### config.mk
export PLATFORM = sky130hd
export DESIGN_NAME = rob_wb_arbiter
export DESIGN_NICKNAME = d
export VERILOG_FILES = /design/src/rtl/wb_pkg.sv /design/src/rtl/wb_fifo.sv /design/src/rtl/rob_wb_arbiter.sv
export SDC_FILE = /design/constraint.sdc
export NUM_CORES = 1
export LEC_CHECK = 0
export ABC_AREA = 1
export CAP_MARGIN = 10
export CORE_MARGIN = 2
export CORE_UTILIZATION = 46
export CTS_CLUSTER_DIAMETER = 60
export DETAILED_ROUTE_END_ITERATION = 10
export PLACE_DENSITY = 0.77
export REMOVE_ABC_BUFFERS = 1
export SLEW_MARGIN = 40
export SYNTH_ARGS = -nofsm -noshare
export SYNTH_HDL_FRONTEND = slang
export SYNTH_SLANG_ARGS = --single-unit
### constraint.sdc
create_clock -name clk -period 1.45 [get_ports clk]
set_input_delay 0.29 -clock clk [delete_from_list [all_inputs] [get_ports clk]]
set_output_delay 0.29 -clock clk [all_outputs]
set_load 0.01 [all_outputs]
### src/rtl/wb_pkg.sv
// Shared write-back arbitration types: source encoding, queued entry layout,
// and default data/ROB widths when the build does not supply them.
`ifndef WORD_SIZE
`define WORD_SIZE 32
`endif
`ifndef ROB_ENTRY_WIDTH
`define ROB_ENTRY_WIDTH 5
`endif

package wb_pkg;

  typedef enum logic [1:0] {
    WB_SRC_NONE = 2'd0,
    WB_SRC_ALU  = 2'd1,
    WB_SRC_MEM  = 2'd2,
    WB_SRC_MUL  = 2'd3
  } wb_src_t;

  // One queued result: destination ROB entry plus the value to write.
  typedef struct packed {
    logic [`ROB_ENTRY_WIDTH-1:0] rob_id;
    logic [`WORD_SIZE-1:0]       data;
  } wb_entry_t;

  // Round-robin successor over ALU -> MEM -> MUL -> ALU.
  function automatic wb_src_t wb_src_next(input wb_src_t s);
    case (s)
      WB_SRC_ALU: return WB_SRC_MEM;
      WB_SRC_MEM: return WB_SRC_MUL;
      WB_SRC_MUL: return WB_SRC_ALU;
      default:    return WB_SRC_ALU;
    endcase
  endfunction

endpackage

### src/rtl/wb_fifo.sv
// Small per-pipe result FIFO. Push is refused while full (no pop-through),
// flush empties the queue at the next edge and drops that cycle's push/pop.
module wb_fifo #(
  parameter int DEPTH = 2,
  parameter int WIDTH = 8
) (
  input  logic             clk,
  input  logic             rst_n,
  input  logic             flush,
  input  logic             push,
  input  logic             pop,
  input  logic [WIDTH-1:0] din,
  output logic             full,
  output logic             empty,
  output logic [WIDTH-1:0] head
);

  localparam int PW = (DEPTH > 1) ? $clog2(DEPTH) : 1;
  localparam int CW = $clog2(DEPTH) + 1;
  localparam logic [PW-1:0] PTR_ONE  = PW'(1);
  localparam logic [CW-1:0] CNT_ONE  = CW'(1);
  localparam logic [CW-1:0] CNT_FULL = CW'(DEPTH);

  logic [WIDTH-1:0] mem_q [DEPTH];
  logic [PW-1:0]    wr_ptr_q, wr_ptr_d;
  logic [PW-1:0]    rd_ptr_q, rd_ptr_d;
  logic [CW-1:0]    count_q, count_d;
  logic             do_push_s;
  logic             do_pop_s;

  assign full      = (count_q == CNT_FULL);
  assign empty     = (count_q == '0);
  assign head      = mem_q[rd_ptr_q];
  assign do_push_s = push && !full && !flush;
  assign do_pop_s  = pop && !empty && !flush;

  // Next-state pointers and occupancy; pointers wrap naturally (power-of-2 depth).
  always_comb begin
    wr_ptr_d = wr_ptr_q;
    rd_ptr_d = rd_ptr_q;
    count_d  = count_q;
    if (flush) begin
      wr_ptr_d = '0;
      rd_ptr_d = '0;
      count_d  = '0;
    end else begin
      if (do_push_s) wr_ptr_d = wr_ptr_q + PTR_ONE;
      else           wr_ptr_d = wr_ptr_q;
      if (do_pop_s)  rd_ptr_d = rd_ptr_q + PTR_ONE;
      else           rd_ptr_d = rd_ptr_q;
      case ({do_push_s, do_pop_s})
        2'b10:   count_d = count_q + CNT_ONE;
        2'b01:   count_d = count_q - CNT_ONE;
        default: count_d = count_q;
      endcase
    end
  end

  // Pointer and occupancy registers.
  always_ff @(posedge clk or negedge rst_n) begin
    if (!rst_n) begin
      wr_ptr_q <= '0;
      rd_ptr_q <= '0;
      count_q  <= '0;
    end else begin
      wr_ptr_q <= wr_ptr_d;
      rd_ptr_q <= rd_ptr_d;
      count_q  <= count_d;
    end
  end

  // Storage array; written only on an accepted push.
  always_ff @(posedge clk or negedge rst_n) begin
    if (!rst_n) begin
      for (int i = 0; i < DEPTH; i++) mem_q[i] <= '0;
    end else if (do_push_s) begin
      mem_q[wr_ptr_q] <= din;
    end
  end

endmodule

### src/rtl/rob_wb_arbiter.sv
// Shares the single ROB result-write port among the ALU, MEM and MUL pipes.
// Each pipe queues {rob_id, data} in its own wb_fifo; one head is granted per
// cycle and drives both the ROB write port and that pipe's WB bypass triplet.
// Build option WB_ARB_RR_EN: round-robin ALU->MEM->MUL instead of the default
// fixed priority MEM > MUL > ALU.
module rob_wb_arbiter
  import wb_pkg::*;
#(
  parameter int WORD_SIZE       = `WORD_SIZE,
  parameter int ROB_ENTRY_WIDTH = `ROB_ENTRY_WIDTH,
  parameter int FIFO_DEPTH      = 2
) (
  input  logic                       clk,
  input  logic                       rst_n,
  input  logic                       flush,
  input  logic                       alu_valid,
  input  logic                       mem_valid,
  input  logic                       mul_valid,
  output logic                       alu_ready,
  output logic                       mem_ready,
  output logic                       mul_ready,
  input  logic [ROB_ENTRY_WIDTH-1:0] alu_rob_id,
  input  logic [ROB_ENTRY_WIDTH-1:0] mem_rob_id,
  input  logic [ROB_ENTRY_WIDTH-1:0] mul_rob_id,
  input  logic [WORD_SIZE-1:0]       alu_data,
  input  logic [WORD_SIZE-1:0]       mem_data,
  input  logic [WORD_SIZE-1:0]       mul_data,
  output logic                       rob_wr_en,
  output logic [ROB_ENTRY_WIDTH-1:0] rob_wr_id,
  output logic [WORD_SIZE-1:0]       rob_wr_data,
  output wb_src_t                    rob_wr_src,
  output logic                       alu_wb_bypass_enable,
  output logic                       mem_wb_bypass_enable,
  output logic                       mul_wb_bypass_enable,
  output logic [ROB_ENTRY_WIDTH-1:0] alu_wb_rob_id,
  output logic [ROB_ENTRY_WIDTH-1:0] mem_wb_rob_id,
  output logic [ROB_ENTRY_WIDTH-1:0] mul_wb_rob_id,
  output logic [WORD_SIZE-1:0]       alu_wb_data,
  output logic [WORD_SIZE-1:0]       mem_wb_data,
  output logic [WORD_SIZE-1:0]       mul_wb_data
);

  localparam int EW = ROB_ENTRY_WIDTH + WORD_SIZE;

  // Pipe index: bit 0 = ALU, bit 1 = MEM, bit 2 = MUL.
  logic [2:0]    valid_s;
  logic [2:0]    full_s;
  logic [2:0]    empty_s;
  logic [2:0]    gnt_s;
  logic [2:0]    pop_s;
  logic [EW-1:0] din_s  [3];
  logic [EW-1:0] head_s [3];
  wb_src_t       gnt_src_s;
  logic          wr_en_s;

  assign valid_s  = {mul_valid, mem_valid, alu_valid};
  assign din_s[0] = {alu_rob_id, alu_data};
  assign din_s[1] = {mem_rob_id, mem_data};
  assign din_s[2] = {mul_rob_id, mul_data};

  for (genvar i = 0; i < 3; i++) begin : g_fifo
    wb_fifo #(
      .DEPTH (FIFO_DEPTH),
      .WIDTH (EW)
    ) u_fifo (
      .clk   (clk),
      .rst_n (rst_n),
      .flush (flush),
      .push  (valid_s[i]),
      .pop   (pop_s[i]),
      .din   (din_s[i]),
      .full  (full_s[i]),
      .empty (empty_s[i]),
      .head  (head_s[i])
    );
  end

  assign alu_ready = !full_s[0];
  assign mem_ready = !full_s[1];
  assign mul_ready = !full_s[2];

`ifdef WB_ARB_RR_EN
  wb_src_t rr_ptr_q;

  // Round-robin grant: first non-empty head searching from rr_ptr_q.
  always_comb begin
    gnt_s = 3'b000;
    case (rr_ptr_q)
      WB_SRC_ALU: begin
        if      (!empty_s[0]) gnt_s = 3'b001;
        else if (!empty_s[1]) gnt_s = 3'b010;
        else if (!empty_s[2]) gnt_s = 3'b100;
        else                  gnt_s = 3'b000;
      end
      WB_SRC_MEM: begin
        if      (!empty_s[1]) gnt_s = 3'b010;
        else if (!empty_s[2]) gnt_s = 3'b100;
        else if (!empty_s[0]) gnt_s = 3'b001;
        else                  gnt_s = 3'b000;
      end
      WB_SRC_MUL: begin
        if      (!empty_s[2]) gnt_s = 3'b100;
        else if (!empty_s[0]) gnt_s = 3'b001;
        else if (!empty_s[1]) gnt_s = 3'b010;
        else                  gnt_s = 3'b000;
      end
      default: gnt_s = 3'b000;
    endcase
  end

  // Advance the round-robin pointer past the grantee; a flushed grant does not count.
  always_ff @(posedge clk or negedge rst_n) begin
    if (!rst_n) begin
      rr_ptr_q <= WB_SRC_ALU;
    end else if (wr_en_s) begin
      rr_ptr_q <= wb_src_next(gnt_src_s);
    end else begin
      rr_ptr_q <= rr_ptr_q;
    end
  end
`else
  // Fixed-priority grant: MEM over MUL over ALU.
  always_comb begin
    gnt_s = 3'b000;
    if      (!empty_s[1]) gnt_s = 3'b010;
    else if (!empty_s[2]) gnt_s = 3'b100;
    else if (!empty_s[0]) gnt_s = 3'b001;
    else                  gnt_s = 3'b000;
  end
`endif

  // Encode the one-hot grant as a write-back source.
  always_comb begin
    gnt_src_s = WB_SRC_NONE;
    case (gnt_s)
      3'b001:  gnt_src_s = WB_SRC_ALU;
      3'b010:  gnt_src_s = WB_SRC_MEM;
      3'b100:  gnt_src_s = WB_SRC_MUL;
      default: gnt_src_s = WB_SRC_NONE;
    endcase
  end

  // A flush suppresses both the ROB write and the matching FIFO pop.
  assign wr_en_s = (gnt_s != 3'b000) && !flush;
  assign pop_s   = gnt_s & {3{!flush}};

  // ROB write port: granted head, or all-zero when idle.
  always_comb begin
    rob_wr_en   = wr_en_s;
    rob_wr_src  = WB_SRC_NONE;
    rob_wr_id   = '0;
    rob_wr_data = '0;
    if (wr_en_s) begin
      rob_wr_src = gnt_src_s;
      case (gnt_src_s)
        WB_SRC_ALU: {rob_wr_id, rob_wr_data} = head_s[0];
        WB_SRC_MEM: {rob_wr_id, rob_wr_data} = head_s[1];
        WB_SRC_MUL: {rob_wr_id, rob_wr_data} = head_s[2];
        default: begin
          rob_wr_id   = '0;
          rob_wr_data = '0;
        end
      endcase
    end else begin
      rob_wr_src = WB_SRC_NONE;
    end
  end

  // Bypass triplets: heads always visible, enable only for the pipe being written.
  assign alu_wb_bypass_enable = gnt_s[0] && !flush;
  assign mem_wb_bypass_enable = gnt_s[1] && !flush;
  assign mul_wb_bypass_enable = gnt_s[2] && !flush;
  assign {alu_wb_rob_id, alu_wb_data} = head_s[0];
  assign {mem_wb_rob_id, mem_wb_data} = head_s[1];
  assign {mul_wb_rob_id, mul_wb_data} = head_s[2];

endmodule

Word level (Yosys, flattened, before mapping)
Index checks and enable logic that the tools add are counted.
{"block": "op_classes", "addsub": 12, "order_cmp": 9, "n_eq_ne": 15, "muxes": 45, "bitwise_logic": 7, "n_reduce_logical": 39}
{"op": "37-bit two-way mux", "n": 12}
{"op": "74-bit bitwise mux", "n": 3}
{"op": "37-bit demux with 1-bit select", "n": 3}
{"op": "32-bit one-hot mux with 3 select lines", "n": 1}
{"op": "32-bit two-way mux", "n": 1}
{"op": "1-bit logical AND", "n": 19}
{"op": "2-bit equality test, second input constant", "n": 8}
{"op": "5-bit one-hot mux with 3 select lines", "n": 1}
{"op": "1-bit two-way mux", "n": 13}
{"op": "2-bit greater-or-equal comparator, second input constant", "n": 6}
{"op": "1-bit NOT with 2-bit output", "n": 6}
{"op": "2-bit one-hot mux with 2 select lines", "n": 3}
{"op": "2-bit nonzero test", "n": 6}
{"op": "3-bit nonzero test", "n": 4}
{"op": "2-bit by 1-bit equality test with 1-bit output, second input constant", "n": 4}
{"op": "2-bit two-way mux", "n": 4}
{"op": "1-bit logical NOT", "n": 7}
{"op": "1-bit adder, second input constant", "n": 6}
{"op": "2-bit by 1-bit adder with 2-bit output, second input constant", "n": 3}
{"op": "2-bit logical NOT", "n": 3}
{"op": "2-bit by 1-bit < comparator with 1-bit output, second input constant", "n": 3}
{"op": "3-bit two-way mux", "n": 2}
{"op": "2-bit one-hot mux with 3 select lines", "n": 1}
{"op": "2-bit by 1-bit subtractor with 2-bit output, second input constant", "n": 3}
{"op": "5 further kinds", "n": 5}
{"block": "totals", "reg_bits": 234, "inputBits": 117, "output_inout_bits": 157, "wordCells": 142}

Logic depth before layout (Yosys ltp)
{"block": "logic_depth", "word_depth": 10, "mapped_depth": 9, "ltp_nobuf": 9}

Hierarchy
From an unflattened synthesis, not the netlist that was laid out.
{"block": "unflattened", "cells_unflattened": 1602, "hier_area_um2": 12071.6}
{"module": "wb_fifo", "instances": 3, "cells_per_inst": 435, "area_each_um2": 3570.9, "seq_area_each_um2": 1951.9}
{"module": "rob_wb_arbiter", "instances": 1, "cells_per_inst": 297, "area_each_um2": 1358.8, "seq_area_each_um2": 0.0}

Worst setup path before layout
Ideal clock, no wire load.
{"block": "synth_path", "kind": "reg2out", "startpoint": "register g_fifo[2].u_fifo.rd_ptr_q", "endpoint": "output port rob_wr_data[27]", "arrival_time_ns": 1.272, "required_ns": 1.160, "path_slack_ns": -0.112, "stages_incl_launch_ff": 8, "n_path_buf": 2, "path_cell_list": "dfrtp_1 > inv_1 > buf_2 > buf_2 > nand2_1 > nand2_1 > nand2_1 > a31oi_1"}
{"block": "synth_via", "elab_chain_len": 6}
{"item": "from (decl)", "line_no": "wb_fifo.sv:26", "source": "logic [PW-1:0] rd_ptr_q, rd_ptr_d;"}
{"item": "from (signal assigned)", "line_no": "wb_fifo.sv:67", "source": "rd_ptr_q <= rd_ptr_d;"}
{"item": "1-bit NOT with 2-bit output (not written as such)", "line_no": "wb_fifo.sv:33", "source": "assign head = mem_q[rd_ptr_q];"}
{"item": "37-bit two-way mux (not written as such) (3 in a row)", "line_no": "wb_fifo.sv:33"}
{"item": "net mul_wb_data[27]", "line_no": "rob_wb_arbiter.sv:40", "source": "output logic [WORD_SIZE-1:0] mul_wb_data"}
{"item": "32-bit one-hot mux with 3 select lines", "line_no": "rob_wb_arbiter.sv:155", "source": "case (gnt_src_s)"}
{"item": "32-bit two-way mux", "line_no": "rob_wb_arbiter.sv:153", "source": "if (wr_en_s) begin"}
{"item": "to (decl)", "line_no": "rob_wb_arbiter.sv:30", "source": "output logic [WORD_SIZE-1:0] rob_wr_data,"}
The timed path passes the listed nets, and every way through them passes these cells. The select of a mux whose other input is x is not followed.

Worst setup path in the final report
{"block": "layout_path", "startpoint": "register g_fifo[1].u_fifo.count_q[0]", "endpoint": "output port rob_wr_data[14]"}
{"block": "layout_via", "elab_chain_len": 7, "elab_cells_between_ends": 13, "classes_between": "eq/ne (6); mux (4); reduce/logical (3)"}
{"item": "from (decl)", "line_no": "wb_fifo.sv:27", "source": "logic [CW-1:0] count_q, count_d;"}
{"item": "from (signal assigned)", "line_no": "wb_fifo.sv:68", "source": "count_q <= count_d;"}
{"item": "2-bit logical NOT *", "line_no": "wb_fifo.sv:32", "source": "assign empty = (count_q == '0);"}
{"item": "3-bit two-way mux *", "line_no": "rob_wb_arbiter.sv:125", "source": "if (!empty_s[1]) gnt_s = 3'b010;"}
{"item": "3-bit equality test (tied with other cells)", "line_no": "rob_wb_arbiter.sv:135", "source": "case (gnt_s)"}
{"item": "2-bit one-hot mux with 3 select lines", "line_no": "rob_wb_arbiter.sv:135"}
{"item": "2-bit equality test or 2-bit by 1-bit equality test with 1-bit output (tied branches)", "line_no": "rob_wb_arbiter.sv:155"}
{"item": "32-bit one-hot mux with 3 select lines", "line_no": "rob_wb_arbiter.sv:155"}
{"item": "32-bit two-way mux *", "line_no": "rob_wb_arbiter.sv:153"}
Every way passes the cells marked *; elsewhere a longest branch is shown, timed or not.

==> flow_summary.yaml <==
floorplanning:
  rows: 58
  initial_core_util_pct: 46.7
  coreArea_mm2: 0.0251
  pin_count: 274
  die_h_um: 164
  die_area_mm2: 0.0268
  die_w_um: 164
grt:
  grt_pass1_vias: 12392
  globalRoute.busiestLayer: "met2"
  grt_use_total_pct: 32.7
  grt_use_met2_pct: 55.1
  overflow: 0
  grt_max_degree: 49
  antenna_found_initial: 3
  grt_first_pass_wirelength_mm: 67.1
  grt_use_met1_pct: 40.6
  grt_util_met3_pct: 6.68
pwr:
  internal_power_mw: 25.9
  power-per-cell-area_mw_per_mm2: 2060
  power_mw: 44.3
  p_leak_nw: 10.9
  seqPwrFrac_pct: 26.1
  ir_worst_vdd_mv: 1.47
  clockPowerShare_pct: 14.0
  power_frac_comb_pct: 59.9
  swShare_pct: 41.5
  p_switching_mw: 18.4
clock_network:
  clock_sinks: 234
  cts_buffer_depth: 3
  clk_latency_ns: 0.53
  cts_tree: "built"
  h-tree-depth: 1
  clkSlewWorstSetupHoldPaths_ns: 0.06
  numCtsBuffers: 25
  cts_root_buffer: "clkbuf_16"
timing:
  setup_viol: 389
  slew_viol_final: 0
  fin_crit_ns: 2.50
  rsz0062_at_grt: "true"
  relSlewSlack_pct: 65.8
  hold_violations: 0
  fmax_mhz: 400
  worst_pin_slew_ns: 0.513
  clock_skew_ns: 0.0150
  worst_slack_ns: -1.05
  fin_crit_sh_pct: 172
yosys:
  ys_ff_latch: 234
  yosys-top-cells-count: "nand2_1 (589), dfrtp_1 (234), inv_1 (158), o21ai_2 (92), o21ai_1 (74)"
  synth_edf_count: 0
  ys.flop_type: "dfrtp_1"
  synthesis.area_mm2: 0.0117
  async_flop_share_pct: 100
  synthTopCellsByArea: "dfrtp_1 (50%), nand2_1 (19%), o21ai_2 (6.9%)"
  ys_types: 25
  synth_area_per_cell_um2: 8.08
  netlist.area_leader.share_pct: 50.0
  yosys.cell_count.top_type: "nand2_1"
  netlist_instances: 1449
  synth-seq-area-share_pct: 50.0
  synth_warnings: 0
  yosys.area.top_type: "dfrtp_1"
detailed_routing:
  drt_iter0_drc: 1417
  viasPerCell: 5.88
  drc: 0
  vias: 13713
  wl_mm: 60.4
  drt_first_pass_iters: 7
  wl_per_cell_um: 25.9
  antenna_left: 0
layout:
  num-fill-cells: 1100
  drive_above_1_share_pct: 49.8
  final_util_pct: 85.6
  instances_no_fill: 2331
  area_growth_pct: 83.6
  nets: 2098
worst_setup_path:
  rr_worst_depth: 11
  regToRegStartpoint: "g_fifo[0].u_fifo.count_q[0]"
  cp.arrival_ns: 2.21
  critical_path_class: "reg2out"
  startpoint_type: "flop"
  r2r-end: "g_fifo[0].u_fifo.mem_q[35]"
  reg2reg_setup_slack_ns: -0.58
  cp.required_ns: 1.16
  path_max_fanout: 5
  cp-end-kind: "output pin"
placement:
  place_inst: 2149
  hpwl_mm: 25.0
  routabilityCongestion: 0.799
  portBuffers: 273
min_path:
  min_path_type: "in2async"
run_status:
  violations: "negative setup slack"
  status: "finished with violations"
run:
  cap_violations: 0
state kept, by name, indices dropped and copies added, names as in the netlist:
signal,count
g_fifo.u_fifo.rd_ptr_q,3
g_fifo.u_fifo.count_q,6
g_fifo.u_fifo.wr_ptr_q,3
g_fifo.u_fifo.mem_q,222
placed cells by master (no fill, tap or decap), types with 40 or more instances in the layout:
cell type	Yosys	routed
inv_1	158	147
o21ai_1	74	68
buf_6	30	296
o21ai_2	92	112
buf_4	14	40
nand2_4	0	182
nand2_2	7	103
clkdlybuf4s50_1	0	115
clkbuf_16	0	40
dfrtp_1	234	231
nand2_1	589	307
o21ai_0	63	48
buf_12	0	54
layout make-up:
cell class	instances	area [um^2]	share of cell area, %
clock buffers	31	678	3.15
well taps	330	413	1.92
flip-flops and latches	234	5860	27.2
clock inverters	14	77.6	0.361
inverters	167	647	3.01
diodes	2	5.00	0.0233
multi-input cells	964	6670	31.0
repair buffers	589	7160	33.3
logic make-up (layout without fill, tap and decap cells):
group           count (synthesis)  in the layout  synth area share [%]
simple gates                  656            657                  21.6
buf+inv                       252            801                  10.8
compound gates                271            271                  14.5
mux                            36             36                  3.08
flops                         234            234                  50.0
other cells                     0              2                     0
per-layer routing:
| metal | share of wire (%) | wire length (um) | up-vias |
|---|---|---|---|
| met5 | 0.022 | 13 | - |
| met4 | 7.2 | 4320 | 2 |
| met3 | 12 | 6980 | 377 |
| met2 | 47 | 28300 | 1125 |
| met1 | 34 | 20800 | 6627 |
| li1 | - | - | 5582 |
how the worst max path moves through the flow:
stage,startpoint,end,slack [ns],cells past startpoint
floorplan,g_fifo[1].u_fifo.count_q[1],rob_wr_data[0],-1.18,6
CTS,g_fifo[1].u_fifo.count_q[1],rob_wr_data[23],-0.90,8
global route,g_fifo[1].u_fifo.count_q[0],rob_wr_data[14],-1.07,11
finish,g_fifo[1].u_fifo.count_q[0],rob_wr_data[14],-1.05,11
detailed placement,flush,rob_wr_data[27],-0.79,7
global placement,flush,rob_wr_data[27],-0.78,7
power by group through the flow:
| stage | clock [mW] | combinational (mW) | sequential (mW) |
|---|---|---|---|
| 2_1_floorplan | 0 | 6.90 | 10.2 |
| 3_3_place_gp | 0 | 15.8 | 10.1 |
| 3_5_place_dp | 0 | 16.2 | 10.3 |
| 5_1_grt | 6.40 | 27.4 | 11.7 |
| 4_1_cts | 6.02 | 20.0 | 10.5 |
| 6_report | 6.19 | 26.5 | 11.6 |
what timing repair did:
item / CTS / global route
endpoints found under the setup margin: 315 / 387
gates cloned: 23 / 22
pin swaps: 52 / 78
resized for setup: 963 / 606
buffers inserted: 92 / 70
endpoints found under the hold margin: 38 / 0
hold buffers: 1 / 0
worst max-delay path, cell delays in order (launching register included):
cell,delay [ns]
dfrtp_1,0.45
nor2_4,0.19
buf_6,0.14
nand2_8,0.06
inv_8,0.07
buf_12,0.14
buf_8,0.13
nand2_1,0.06
nand2_1,0.08
a21oi_2,0.05
nor2_1,0.13
buf_2,0.15
per-stage QoR:
stage / hold slack, ns / instance area [um^2] / setup TNS (ns) / worst slack, ns
floorplan: -0.00559 / 11100 / -303.25 / -1.18
global placement: 0.246 / 16100 / -173.02 / -0.781
detailed placement: 0.250 / 16100 / -181.42 / -0.794
CTS: 0.299 / 18800 / -119.87 / -0.904
global route: 0.298 / 21500 / -187.77 / -1.07
finish: 0.282 / 21500 / -170.53 / -1.05
No activity file was read; power rests on OpenSTA's default activity.
